--- src/rtl/button_conditioner.sv ---
// Button front end: source merge, 2-flop sync, debounce, and
// press/release/auto-repeat/toggle event generation per channel.
module button_conditioner #(
  parameter int N_BTN         = 8,
  parameter int DB_CYCLES     = 4,
  parameter int REPEAT_DELAY  = 8,
  parameter int REPEAT_PERIOD = 4,
  parameter int CNT_W         = 20
) (
  input  logic             clk,
  input  logic             rst,
  input  logic [N_BTN-1:0] bt_wired,
  input  logic [N_BTN-1:0] bt_wireless,
  input  logic             wired_en,
  input  logic             wireless_en,
  input  logic [N_BTN-1:0] repeat_en,
  output logic [N_BTN-1:0] btn_level,
  output logic [N_BTN-1:0] btn_press,
  output logic [N_BTN-1:0] btn_release,
  output logic [N_BTN-1:0] btn_repeat,
  output logic [N_BTN-1:0] btn_toggle,
  output logic             btn_any
);

  localparam logic [CNT_W-1:0] ONE     = CNT_W'(1);
  localparam logic [CNT_W-1:0] DB_LAST = CNT_W'(DB_CYCLES - 1);
  localparam logic [CNT_W-1:0] RD_LOAD = CNT_W'(REPEAT_DELAY - 1);
  localparam logic [CNT_W-1:0] RP_LOAD = CNT_W'(REPEAT_PERIOD - 1);

  logic [N_BTN-1:0] raw;
  logic [N_BTN-1:0] s1;
  logic [N_BTN-1:0] s2;
  logic [N_BTN-1:0] lvl_d;
  logic [N_BTN-1:0] press_d;
  logic [N_BTN-1:0] rel_d;
  logic [N_BTN-1:0] rep_d;
  logic [N_BTN-1:0] act_q;
  logic [N_BTN-1:0] act_d;
  logic [CNT_W-1:0] db_q [N_BTN];
  logic [CNT_W-1:0] db_d [N_BTN];
  logic [CNT_W-1:0] rc_q [N_BTN];
  logic [CNT_W-1:0] rc_d [N_BTN];

  assign raw = (bt_wired & {N_BTN{wired_en}})
             | (bt_wireless & {N_BTN{wireless_en}});

  always_comb begin
    lvl_d = btn_level;
    rep_d = '0;
    act_d = act_q;
    for (int i = 0; i < N_BTN; i++) begin
      db_d[i] = '0;
      rc_d[i] = rc_q[i];
      if (s2[i] != btn_level[i]) begin
        if (db_q[i] == DB_LAST) lvl_d[i] = s2[i];
        else db_d[i] = db_q[i] + ONE;
      end
    end
    press_d = lvl_d & ~btn_level;
    rel_d   = ~lvl_d & btn_level;
    // act marks a running repeat schedule; a fresh enable reloads the delay
    for (int i = 0; i < N_BTN; i++) begin
      unique case (1'b1)
        press_d[i]: begin
          rc_d[i]  = RD_LOAD;
          act_d[i] = 1'b1;
        end
        btn_level[i] & lvl_d[i] & repeat_en[i]: begin
          if (!act_q[i]) begin
            rc_d[i]  = RD_LOAD;
            act_d[i] = 1'b1;
          end else if (rc_q[i] == '0) begin
            rep_d[i] = 1'b1;
            rc_d[i]  = RP_LOAD;
          end else begin
            rc_d[i] = rc_q[i] - ONE;
          end
        end
        default: begin
          rc_d[i]  = '0;
          act_d[i] = 1'b0;
        end
      endcase
    end
  end

  always_ff @(posedge clk) begin
    if (rst) begin
      s1          <= '0;
      s2          <= '0;
      btn_level   <= '0;
      btn_press   <= '0;
      btn_release <= '0;
      btn_repeat  <= '0;
      btn_toggle  <= '0;
      btn_any     <= 1'b0;
      act_q       <= '0;
      for (int i = 0; i < N_BTN; i++) begin
        db_q[i] <= '0;
        rc_q[i] <= '0;
      end
    end else begin
      s1          <= raw;
      s2          <= s1;
      btn_level   <= lvl_d;
      btn_press   <= press_d;
      btn_release <= rel_d;
      btn_repeat  <= rep_d;
      btn_toggle  <= btn_toggle ^ press_d;
      btn_any     <= |lvl_d;
      act_q       <= act_d;
      for (int i = 0; i < N_BTN; i++) begin
        db_q[i] <= db_d[i];
        rc_q[i] <= rc_d[i];
      end
    end
  end

endmodule

--- config.mk ---
export PLATFORM = sky130hd
export DESIGN_NAME = button_conditioner
export DESIGN_NICKNAME = d
export VERILOG_FILES = /design/src/rtl/button_conditioner.sv
export SDC_FILE = /design/constraint.sdc
export NUM_CORES = 1
export LEC_CHECK = 0
export BUFFER_PORTS_ARGS = -buffer_cell sky130_fd_sc_hd__buf_4
export CORE_AREA = 5 5 208 210
export CTS_CLUSTER_SIZE = 25
export DETAILED_ROUTE_END_ITERATION = 6
export DIE_AREA = 0 0 213 215
export PLACE_DENSITY_LB_ADDON = 0.25
export SLEW_MARGIN = 20
export SYNTH_ARGS = -nofsm -noshare
export SYNTH_HDL_FRONTEND = slang
export SYNTH_SLANG_ARGS = --single-unit
export TNS_END_PERCENT = 5
--- constraint.sdc ---
create_clock -name clk -period 7.3 [get_ports clk]
set_clock_uncertainty 0.1 [all_clocks]
set_input_delay 1.46 -clock clk [delete_from_list [all_inputs] [get_ports clk]]
set_output_delay 1.46 -clock clk [all_outputs]
set_load 0.05 [all_outputs]
==> flow_summary.ini <==
[outcome]
status = finished, final reports clean

[global_routing]
grt_pass1_wl_microns = 54700
grt_antenna_before_repair = 0
track_usage_pct = 13.9
grt_overflow = 0
grt_max_degree = 59
grt_pass1_vias = 11700

[logic_synthesis]
ys_seq_area_share_pct = 47.6
ys_warn_count = 0
synth_edf_count = 0
synth_seq_cells = 385
synth_cell_types = 61
syn-instance-count = 1832
synthFlopType = dfxtp_1
async_reset_ff_share_pct = 0
synth_area_sq_um = 16200
syn_nets = 1884
syn_avg_cell_area_sq_um = 8.84

[cts]
clk_path_buf_depth = 3
post_cts_buffers = 0
root_buffer = clkbuf_16
cts_max_level = 2
post_cts_resized = 0
insertion_delay_ns = 0.55
clock-sinks = 385
path_clk_slew_ns = 0.06
cts_made_buffers = 42
cts-hold-fix-buffers = 0
cts_tree = yes

[power_and_ir_drop]
power_density_nw_per_um2 = 237
p_sw_share_pct = 19.6
netSwitchingPower_w = 0.000873
combPwrFrac_pct = 0.9
p_int_w = 0.00357
clkPwrFrac_pct = 51.5
p_seq_share_pct = 47.5
ir_worst_vdd_uv = 124
leakage_nw = 7.84
finalPower_w = 0.00444

[route]
wl_microns = 31900
vias_per_cell = 4.90
wire_per_inst_microns = 12.9
drc = 0
drtIter0Drc = 572
ant_nets = 0
vias = 12100
drtPass1Iterations = 5

[die]
chipWidth_microns = 213
rows = 75
initial_utilization_pct = 39.1
die_h_microns = 215
die_area_sq_um = 45800
core-area_sq_um = 41400
io_pins = 69

[placement]
hpwl_microns = 21900
pre_cts_ws_ns = 3.36
gp_congestion = 0.753
port-buffer-count = 68

[worst_setup_path]
path_max_fanout = 58
required_ns = 7.61
worstSetupPathType = in2reg
startpoint_type = primary input
cp.arrival_ns = 3.59
max_stage_delay_ns = 0.54
path_delay_family = buffers and inverters
cpMaxStageDelayCell = inv_1
critical_path.cell_chain = buf_4 > inv_1 > and3_1 > o21a_1 > nand2_1 > nor2_1
cp-end-kind = flop
cp.buffers_inverters = 2

[finish]
layout.nets = 1956
fillers = 3958
post-route-util_pct = 45.2
seq_area_sq_um = 7710
multi_input_area_sq_um = 8100
drive_above_1_share_pct = 8.36
syn_to_final_growth_pct = 15.5
antenna-diode-count = 0

[timing]
final.setup.worst_slack_ns = 4.02
worst_pin_slew_ns = 0.763
period_share_pct = 45.0
max_freq_ghz = 0.305
setup_viol = 0
finalHoldViolCount = 0
fin_tns_setup_ns = 0
maxSlewHeadroom_pct = 49.1
slew_violations = 0
min_period_ns = 3.28
grt_setup_unrepaired = false

[hold_path]
min_path_type = reg2reg

[run]
drv_cap = 0
[cell usage after synthesis (24+ instances only)]
library cell | number | area share [%]
a21oi_1 | 39 | 1.2
and3_1 | 37 | 1.4
clkbuf_1 | 24 | 0.56
dfxtp_1 | 385 | 48
ha_1 | 24 | 1.9
inv_1 | 49 | 1.1
nand2_1 | 124 | 2.9
nand3_1 | 87 | 2.7
nand4_1 | 28 | 1.1
nor2_1 | 389 | 9.0
nor3_1 | 58 | 1.8
nor4_1 | 53 | 2.0
o21ai_0 | 28 | 0.87
or3_1 | 43 | 1.7
xnor2_1 | 133 | 7.2
xor2_1 | 143 | 7.7
[cell type report]
type / instances / share of cell area, %
Sequential cell: 385 / 41.2
Tap cell: 539 / 3.60
Clock buffer: 65 / 7.22
Timing Repair Buffer: 68 / 2.73
Multi-Input combinational cell: 1358 / 43.3
Clock inverter: 12 / 1.00
Inverter: 49 / 0.983
[final timing paths]
| check | start | end | slack, ns | depth (start not counted) |
|---|---|---|---|---|
| worst max register to register | db_q[1][0] | rc_q[1][9] | 4.57 | 7 |
| worst min register to register | s1[2] | s2[2] | 0.33 | 1 |
| worst min-delay path | s1[2] | s2[2] | 0.33 | 1 |
| worst max-delay path | rst | rc_q[0][51] | 4.02 | 6 |
[layout by cell type, fill, tap and decap left out, types with 6 or more instances in the layout]
cell type  count
clkbuf_8      15
ha_1          24
or3_1         43
nand3b_1       9
nand2_1      124
and3_1        37
or4_1         14
nor2_1       389
mux2i_1        8
and2_1         8
xor2_1       143
clkbuf_16     45
o21ai_0       28
nor3b_1        8
inv_1         49
clkinv_2       6
buf_4         68
a22oi_1        8
xnor2_1      133
nand3_1       87
nor2b_1       16
nand4_1       28
and4_1        17
nand2b_1      14
nor4_1        53
nor3_1        58
nor4b_1       11
a21oi_1       39
dfxtp_1      385
[logic make-up after synthesis]
| logic type | Yosys count | synth area share [%] |
|---|---|---|
| xor+xnor | 276 | 14.9 |
| compound gates | 101 | 3.79 |
| simple gates | 949 | 29.0 |
| mux | 8 | 0.494 |
| fa+ha+maj | 24 | 1.85 |
| buf+inv | 89 | 2.41 |
| flops | 385 | 47.6 |
[sequential cells by signal, indices dropped and copies added, names as in the netlist]
| signal | flops |
|---|---|
| db_q | 160 |
| act_q | 8 |
| s2 | 8 |
| s1 | 8 |
| rc_q | 160 |
| btn_press | 8 |
| btn_release | 8 |
| btn_level | 8 |
| btn_any | 1 |
| btn_toggle | 8 |
| btn_repeat | 8 |
[worst reg2reg max path: stages, from the launching register on]
cell and delay (ns):
dfxtp_1 0.40, ha_1 0.27, nor4b_1 0.24, nand2_1 0.11, or3_1 0.53, o2111ai_2 0.28
or2_1 0.55, nor2_1 0.12
[power by group through the flow]
stage,combinational [W],sequential [W],clock (W)
final,0.0000408,0.00211,0.00229
after CTS,0.0000417,0.00211,0.00237
after floorplan,0.0000204,0.00216,0
after detailed placement,0.0000418,0.00216,0
after global placement,0.0000413,0.00216,0
after global routing,0.0000454,0.00211,0.00246
[routing by layer]
metal	wire length, microns	vias up	track usage (%)
met5	0	-	0
met4	802	0	4.99
met3	1010	48	2.36
met2	14300	127	22.6
met1	15800	5614	18.6
li1	-	6341	-
[metrics by stage]
step / instances / hold WS (ns) / area (sq um)
CTS: 2476 / 0.339 / 18700
detailed placement: 2399 / 0.331 / 17200
finish: 2476 / 0.335 / 18700
floorplan: 1832 / 0.314 / 16200
global route: 2476 / 0.362 / 18700
global placement: 2399 / 0.328 / 17200
(Power assumes the default switching activity.)
